File: config.mk
export PLATFORM = sky130hd
export DESIGN_NAME = seg7_scan_ctrl
export DESIGN_NICKNAME = d
export VERILOG_FILES = /design/src/rtl/seg7_scan_ctrl.sv
export SDC_FILE = /design/constraint.sdc
export NUM_CORES = 1
export LEC_CHECK = 0
export BUFFER_PORTS_ARGS = -buffer_cell sky130_fd_sc_hd__buf_2
export CORE_MARGIN = 2
export CORE_UTILIZATION = 50
export DETAILED_ROUTE_END_ITERATION = 8
export PLACE_DENSITY = 0.74
export SLEW_MARGIN = 20
export SYNTH_ARGS = -nofsm -noshare
export SYNTH_HDL_FRONTEND = slang
export SYNTH_SLANG_ARGS = --single-unit
File: constraint.sdc
create_clock -name sys_clk -period 3.2 [get_ports sys_clk]
set_input_delay 0.16 -clock sys_clk [delete_from_list [all_inputs] [get_ports sys_clk]]
set_output_delay 0.16 -clock sys_clk [all_outputs]
set_load 0.05 [all_outputs]
File: src/rtl/seg7_scan_ctrl.sv
// seg7_scan_ctrl: time-multiplexed driver for an 8-digit common-anode
// 7-segment display, with a blanking gap before every digit.
//
// Ports:
//   sys_clk, sys_rst     clock, asynchronous active-high reset
//   enable_i             1 = scan, 0 = display dark
//   value_i              32-bit hex value, nibble k drives digit k
//   value_valid_i        value_i is valid
//   value_ready_o        pending slot free (transfer on valid & ready)
//   dp_mask_i            bit k lights the decimal point of digit k
//   blank_mask_i         bit k keeps digit k dark
//   anode                digit selects, active-low
//   cathode              segments {g,f,e,d,c,b,a}, active-low
//   dp                   decimal point, active-low
//   frame_done_o         1-cycle pulse after digit 7's slot ends
module seg7_scan_ctrl #(
    parameter int DIGIT_CYCLES = 12500,
    parameter int BLANK_CYCLES = 100
) (
    input  logic        sys_clk,
    input  logic        sys_rst,
    input  logic        enable_i,
    input  logic [31:0] value_i,
    input  logic        value_valid_i,
    output logic        value_ready_o,
    input  logic [7:0]  dp_mask_i,
    input  logic [7:0]  blank_mask_i,
    output logic [7:0]  anode,
    output logic [6:0]  cathode,
    output logic        dp,
    output logic        frame_done_o
);

    localparam int CW = $clog2(DIGIT_CYCLES);
    localparam logic [CW-1:0] CNT_LAST  = CW'(DIGIT_CYCLES - 1);
    localparam logic [CW-1:0] CNT_BLANK = CW'(BLANK_CYCLES);

    typedef enum logic [1:0] {
        IDLE  = 2'd0,
        BLANK = 2'd1,
        SHOW  = 2'd2
    } state_t;

    state_t        state_q, state_d;
    logic [CW-1:0] cnt_q, cnt_d;
    logic [2:0]    idx_q, idx_d;

    logic [31:0]   active_q, active_d;
    logic [31:0]   pend_val_q, pend_val_d;
    logic          pend_q, pend_d;
    logic          ready_q, ready_d;

    logic [7:0]    anode_q, anode_d;
    logic [6:0]    cathode_q, cathode_d;
    logic          dp_q, dp_d;
    logic          fdone_q, fdone_d;

    logic          frame_end;
    logic          capture;
    logic          commit;
    logic [3:0]    nibble;

    function automatic logic [6:0] hex7(input logic [3:0] n);
        logic [6:0] s;
        case (n)
            4'h0:    s = 7'b1000000;
            4'h1:    s = 7'b1111001;
            4'h2:    s = 7'b0100100;
            4'h3:    s = 7'b0110000;
            4'h4:    s = 7'b0011001;
            4'h5:    s = 7'b0010010;
            4'h6:    s = 7'b0000010;
            4'h7:    s = 7'b1111000;
            4'h8:    s = 7'b0000000;
            4'h9:    s = 7'b0010000;
            4'hA:    s = 7'b0001000;
            4'hB:    s = 7'b0000011;
            4'hC:    s = 7'b1000110;
            4'hD:    s = 7'b0100001;
            4'hE:    s = 7'b0000110;
            default: s = 7'b0001110;
        endcase
        return s;
    endfunction

    // Scan sequencing: the slot counter runs 0..DIGIT_CYCLES-1 and the
    // state is BLANK for the first BLANK_CYCLES counts, SHOW for the rest.
    always_comb begin
        state_d   = state_q;
        cnt_d     = cnt_q;
        idx_d     = idx_q;
        frame_end = 1'b0;
        unique case (state_q)
            IDLE: begin
                cnt_d = '0;
                idx_d = '0;
                if (enable_i) begin
                    state_d = BLANK;
                end
            end
            BLANK, SHOW: begin
                frame_end = (state_q == SHOW) &&
                            (idx_q == 3'd7) &&
                            (cnt_q == CNT_LAST);
                if (cnt_q == CNT_LAST) begin
                    cnt_d = '0;
                    idx_d = idx_q + 3'd1;
                end else begin
                    cnt_d = cnt_q + 1'b1;
                end
                state_d = (cnt_d < CNT_BLANK) ? BLANK : SHOW;
            end
            default: begin
                state_d = IDLE;
                cnt_d   = '0;
                idx_d   = '0;
            end
        endcase
        if (!enable_i) begin
            state_d   = IDLE;
            cnt_d     = '0;
            idx_d     = '0;
            frame_end = 1'b0;
        end
    end

    // One-deep pending buffer. The active value only changes at a frame
    // boundary (or immediately when the display is off) so a frame never
    // mixes two values. Capture needs an empty buffer, so it can never
    // coincide with a commit.
    always_comb begin
        capture    = value_valid_i && ready_q;
        commit     = pend_q && (frame_end || !enable_i);
        active_d   = active_q;
        pend_val_d = pend_val_q;
        pend_d     = pend_q;
        if (commit) begin
            active_d = pend_val_q;
            pend_d   = 1'b0;
        end
        if (capture) begin
            pend_val_d = value_i;
            pend_d     = 1'b1;
        end
        ready_d = ~pend_d;
    end

    // Pin values are derived from the next state so the registered
    // pins line up with the state register.
    always_comb begin
        nibble    = active_q[4*idx_d +: 4];
        anode_d   = 8'hFF;
        cathode_d = 7'h7F;
        dp_d      = 1'b1;
        fdone_d   = frame_end;
        if (state_d == SHOW) begin
            cathode_d = hex7(nibble);
            dp_d      = ~dp_mask_i[idx_d];
            if (!blank_mask_i[idx_d]) begin
                anode_d = ~(8'b1 << idx_d);
            end
        end
    end

    always_ff @(posedge sys_clk or posedge sys_rst) begin
        if (sys_rst) begin
            state_q    <= IDLE;
            cnt_q      <= '0;
            idx_q      <= '0;
            active_q   <= '0;
            pend_val_q <= '0;
            pend_q     <= 1'b0;
            ready_q    <= 1'b1;
            anode_q    <= 8'hFF;
            cathode_q  <= 7'h7F;
            dp_q       <= 1'b1;
            fdone_q    <= 1'b0;
        end else begin
            state_q    <= state_d;
            cnt_q      <= cnt_d;
            idx_q      <= idx_d;
            active_q   <= active_d;
            pend_val_q <= pend_val_d;
            pend_q     <= pend_d;
            ready_q    <= ready_d;
            anode_q    <= anode_d;
            cathode_q  <= cathode_d;
            dp_q       <= dp_d;
            fdone_q    <= fdone_d;
        end
    end

    assign value_ready_o = ready_q;
    assign anode         = anode_q;
    assign cathode       = cathode_q;
    assign dp            = dp_q;
    assign frame_done_o  = fdone_q;

endmodule
* After elaboration in Yosys (flattened, before gate mapping)
Memory sizes are Yosys's and may differ from the RTL's.
Index checks and enable logic that the tools add are counted.
** Word-level totals
- Input port bits :: 52
- ROM bits :: 112
- Memories :: 1
- Flip-flop bits (word level) :: 102
- Output and inout bits :: 18
** Memories
- (name not given) :: depth 16, bits a word 7, rd ports 1, clocked after memory_dff 0, write ports 0, RTL line 65 : case (n)
** Cells by class
- Muxes and demuxes :: 22
- Reduce and logical (&&, ||, !) cells :: 8
- Bitwise logic cells :: 3
- Eq/ne operators :: 5
- Shift operators :: 2
- $add $sub $neg :: 2
- $lt $le $gt $ge :: 2
** Operators with widths (number)
- $mux W14 :: 4
- $shiftx A32 B6 Y4 :: 1
- $mux W8 :: 2
- $add A14 B1 Y14 const B :: 1
- $eq A14 B14 Y1 const B :: 1
- $lt A14 B7 Y1 const B :: 1
- $mux W3 :: 3
- $not A8 Y8 :: 1
- $shl A1 B3 Y8 const A :: 1
- $mux W1 :: 7
- $mux W7 :: 1
- $bmux W1 S3 :: 2
- $eq A2 B2 Y1 const B :: 2
- $logic_and A1 B1 Y1 :: 4
- $lt A3 B4 Y1 const B :: 1
- $mux W2 :: 2
- $pmux W2 S2 :: 1
- $add A3 B1 Y3 const B :: 1
- $eq A3 B3 Y1 const B :: 1
- $eq A2 B1 Y1 const B :: 1
- $logic_not A2 Y1 :: 1
- $not A1 Y1 :: 2
- $reduce_or A2 Y1 :: 1
- $logic_not A1 Y1 :: 1
- $logic_or A1 B1 Y1 :: 1

* Logic depth before layout (Yosys ltp)
- Depth after elaboration :: 10
- Mapped depth :: 15
- Gate-level depth less buffers :: 14

* Worst setup path after synthesis
OpenSTA, ideal clock, no wires.
- Path kind :: register to register
- From :: reg cnt_q[0]
- To :: reg cathode_q[5] (netlist: cathode[5])
- Buffers on the path :: 1
- Library setup time :: 83 ps
- Clock period less this slack :: 3417 ps
- Required time :: 3117 ps
- Path slack :: -217 ps
- Cell stages (with the launch flop) :: 14
- Data arrival time :: 3334 ps
- Cell sequence :: dfrtp_1 ha_1 or3b_1 nor4_4 mux2i_1 buf_2 mux2i_1 o21ai_0 nand2_1 inv_1 ha_1 nor2_2 a21oi_1 a221o_1
** On the way
- Elaborated cells between the ends (all ways) :: 15
** RTL lines
- start: declaration :: RTL line 45 : logic [CW-1:0] cnt_q, cnt_d;
- start signal: assignment :: RTL line 180 : cnt_q <= cnt_d;
- $eq A14 B14 Y1 :: RTL line 105 : if (cnt_q == CNT_LAST) begin
- $mux W3 :: RTL line 105
- $mux W3 :: RTL line 93 : unique case (state_q)
- $mux W3 :: RTL line 119 : if (!enable_i) begin
- net idx_d[1] :: RTL line 46 : logic [2:0] idx_q, idx_d;
- $shiftx A32 B6 Y4 :: RTL line 151 : nibble = active_q[4*idx_d +: 4];
- $mem_v2 Z16 W7
- $mux W7 :: RTL line 156 : if (state_d == SHOW) begin
- net cathode_d[5] :: RTL line 54 : logic [6:0] cathode_q, cathode_d;
- end signal: assignment :: RTL line 187 : cathode_q <= cathode_d;
- end: declaration :: RTL line 54
The timed path passes the listed nets, and every way through them passes these cells. The select of a mux whose other input is x is not followed.
A chain may end at the register's enable or synchronous reset.

* Worst setup path after layout
- From :: reg cnt_q[1]
- To :: reg cathode_q[5] (netlist: cathode[5])
** On the way
- Cells in the longest elaborated chain, start to end :: 9
- Elaborated cells between the ends (all ways) :: 15
** RTL lines
- $add A14 B1 Y14 / $eq A14 B14 Y1 (equally long branches) :: RTL line 109, 105
- $mux W14 :: RTL line 105
- $mux W14 :: RTL line 93
- $lt A14 B7 Y1 :: RTL line 111 : state_d = (cnt_d < CNT_BLANK) ? BLANK : SHOW;
- $mux W2 :: RTL line 111
- $pmux W2 S2 :: RTL line 93
- $mux W2 :: RTL line 119
- $eq A2 B2 Y1 :: RTL line 156
- $mux W7 (*) :: RTL line 156
- net cathode_d[5] :: RTL line 54
Mark *: on every way through the listed nets, which the timed path passes. The rest lies on a longest branch. The select of a mux whose other input is x is not followed.

==> impl_metrics.csv <==
group,metric,value,unit
run_status,status,"completed",
sta,worst_pin_slew,753,ps
route,wl_met3,408,µm
logic_synthesis,syn-cell-area,4860,µm²
route,first_pass_iters,4,
logic_synthesis,yosys.area_share.simple,11.3,%
global_route,grt_first_pass_wirelength,17.1,mm
cts,cts_tree,"built",
die,die_x,103,µm
layout,antennaDiodeCount,0,
logic_synthesis,synth_mux_area_share,18.5,%
layout,drive_above_1_share,42.5,%
sta,hold_viol_final,0,
setup_path,timing.rr.start,"cnt_q[1]$_DFF_PP0_",
setup_path,max_stage_delay,410,ps
setup_path,worst-r2r-cell-count,14,
setup_path,cp-start-kind,"flop",
logic_synthesis,synth_ff_type,"dfrtp_1",
die,num_rows,35,
die,core,9330,µm²
logic_synthesis,synth.most_common_cell,"dfrtp_1",
setup_path,r2r_end,"cathode[5]$_DFF_PP1_",
global_route,grt_max_degree,55,
logic_synthesis,synth_compound_area_share,9.09,%
logic_synthesis,synth_top_family_by_area,"multiplexers",
cts,numCtsBuffers,9,
place,place.detailed.hpwl,7.56,mm
cts,cts_sinks,102,
cts,insertion_delay,380,ps
cts,root_buffer,"clkbuf_8",
place,routabilityCongestion,0.866,
place,port_buffers,69,
sta,slew_violations,0,
global_route,overflow,0,
setup_path,end_kind,"flop",
die,die_h,103,µm
logic_synthesis,ys_ff_latch,102,
sta,rsz0062_at_grt,"true",
die,io_pins,70,
route,drc_errors,0,
sta,slew_headroom,49.4,%
route,met2_length,5.40,mm
logic_synthesis,synthAdderAreaFrac,2.83,%
cts,cts_max_level,3,
route,wl_met1,4.69,mm
min_path,holdPathEnd,"anode[5]$_DFF_PP1_",
power,ir_drop,398,µV
logic_synthesis,synth_xor_area_share,2.34,%
logic_synthesis,synthTopCellsByCount,"dfrtp_1, mux2_2, nand2_1",
sta,finalClockSkew,10.7,ps
setup_path,path_delay_family,"compound AO/OA/AOI/OAI gates",
flow_run,max-cap-violations,0,
die,dieArea,10500,µm²
cts,clk_path_buf_depth,2,
route,vias_per_cell,5.37,
power,p_leak,2.66,nW
setup_path,worst_ep_arrival_time,3440,ps
logic_synthesis,synth_top_area_share,43.8,%
logic_synthesis,synth_area_per_cell,12.2,µm²
logic_synthesis,yosys-top-cells-area,"dfrtp_1, mux2_2, dfstp_2, mux2_1, mux2i_1",
logic_synthesis,synth-async-reset-ratio,100,%
setup_path,criticalPathCategory,"reg -> reg",
route,routedWlPerCell,16.3,µm
min_path,hold_start,"blank_mask_i[5]",
logic_synthesis,synth_area_leader_cell,"dfrtp_1",
min_path,holdPathStages,2,
power,power-per-cell-area,558,nW/µm²
sta,finalCritPeriodShare,97.9,%
logic_synthesis,synth_edf_count,0,
layout,syn2layout_area_growth,25.9,%
logic_synthesis,ys_types,61,
setup_path,cp.required,3510,ps
cts,clkTransAtPathRegs,110,ps
global_route,antenna_found_initial,0,
power,p_total,3.41,mW
logic_synthesis,yosysSeqAreaShare,53.0,%
place,place_ws,21.1,ps
sta,fin_tns_setup,0,ps
route,routed.top_layer,"met4",
route,postRouteAntennaNets,0,
logic_synthesis,synth_nets,462,
sta,period_needed,3130,ps
sta,fin_ws,68.8,ps
setup_path,path_cells,"ha_4, or3b_4, buf_4, o41ai_2, buf_4, o311ai_4, a221oi_2, o21ai_1, nand2_2, inv_2, ha_4, nor2_4, a21oi_1, a221o_1",
setup_path,r2r_slack,70,ps
layout,layout.nets,583,
route,drt_iter0_drc,195,
sta,setup_viol,0,
route,vias,3514,
sta,timing.fmax,0.319,GHz
global_route,grt_pass1_vias,3555,
logic_synthesis,synth_cells,399,
route,postRouteWirelength,10.7,mm
setup_path,slowest_stage,"dfrtp_1",
die,start_util,52.1,%
setup_path,cp_max_fo,6,
setup_path,path_buf_inv,3,
global_route,grt_use_total,21.1,%
min_path,hold_path.class,"in -> reg",
logic_synthesis,yosys_warnings,0,
## how the worst max path moves through the flow
| stage | from | to | slack (ps) | cells past startpoint |
|---|---|---|---|---|
| after global routing | cnt_q[1]$_DFF_PP0_ | cathode[5]$_DFF_PP1_ | -70 | 14 |
| after floorplan | cnt_q[10]$_DFF_PP0_ | cathode[5]$_DFF_PP1_ | 10 | 13 |
| after CTS | cnt_q[10]$_DFF_PP0_ | cathode[5]$_DFF_PP1_ | 30 | 12 |
| final | cnt_q[1]$_DFF_PP0_ | cathode[5]$_DFF_PP1_ | 70 | 14 |
| after global placement | cnt_q[1]$_DFF_PP0_ | cathode[0]$_DFF_PP1_ | 110 | 10 |
| after detailed placement | cnt_q[1]$_DFF_PP0_ | cathode[6]$_DFF_PP1_ | 20 | 9 |
## logic make-up after synthesis
| kind of cell | after synthesis |
|---|---|
| flip-flops | 102 |
| buffers and inverters | 33 |
| multiplexers | 81 |
| AO/OA/AOI/OAI | 53 |
| AND/OR/NAND/NOR | 106 |
| XOR/XNOR | 13 |
| adder cells (fa/ha/maj) | 11 |
## flip-flops by register name, summed over array words and instances, names as in the netlist, 2 cells and up
| register | cells |
|---|---|
| active_q | 32 |
| anode | 8 |
| pend_val_q | 32 |
| cathode | 7 |
| cnt_q | 14 |
| state_q | 2 |
| idx_q | 3 |
## report_power, final
part | leakage (nW) | switching [mW] | internal [mW]
clock network | 0.106 | 0.510 | 0.318
logic | 1.34 | 0.398 | 0.435
registers | 1.22 | 0.190 | 1.56
total | 2.66 | 1.10 | 2.31
## metal layers
| metal | up-vias | global-route usage, % |
|---|---|---|
| met1 | 1736 | 27.5 |
| met5 | - | 0 |
| met4 | 0 | 5.64 |
| met3 | 16 | 4.07 |
| met2 | 84 | 36.5 |
| li1 | 1678 | - |
## layout by cell type, fill, tap and decap left out, types with 5 or more instances in the layout
cell type,count
clkbuf_8,9
xor2_1,5
xnor2_1,8
a21oi_1,7
dlygate4sd3_1,20
nand3_1,11
ha_1,8
mux2_1,19
nand2_1,30
mux2_2,45
nor2_1,24
dfrtp_1,85
mux2i_1,11
o21ai_1,5
and3_1,5
inv_1,12
a221oi_2,6
a221o_1,6
buf_4,35
dfstp_2,17
buf_2,69
## what timing repair did
| action | in CTS | in global routing |
|---|---|---|
| endpoints found under the hold margin | 57 | 1 |
| cloned | 0 | 1 |
| hold buffers | 19 | 1 |
| pin swaps | 0 | 3 |
| setup endpoints to repair | 1 | 10 |
| gates resized for setup | 1 | 23 |
| buffers inserted | 0 | 6 |
## metrics by stage
| stage | utilization, % | hold slack, ps | cells | instance area [µm²] |
|---|---|---|---|---|
| 2_1_floorplan | - | 274 | 399 | 4900 |
| 3_3_place_gp | 59.5 | 291 | 611 | 5550 |
| 3_5_place_dp | 59.5 | 296 | 611 | 5550 |
| 4_1_cts | 63.8 | 0.404 | 646 | 5950 |
| 5_1_grt | 65.5 | 1.62 | 654 | 6110 |
| 6_report | 65.5 | 11.4 | 654 | 6110 |
## area by class of cell
type / instances / area, µm²
Multi-Input combinational cell: 265 / 2270
Inverter: 16 / 67.6
Clock buffer: 9 / 124
Timing Repair Buffer: 126 / 831
Clock inverter: 7 / 83.8
Sequential cell: 102 / 2570
Fill cell: 690 / 3210
Tap cell: 129 / 161
Power figures use the tool's default switching activity.
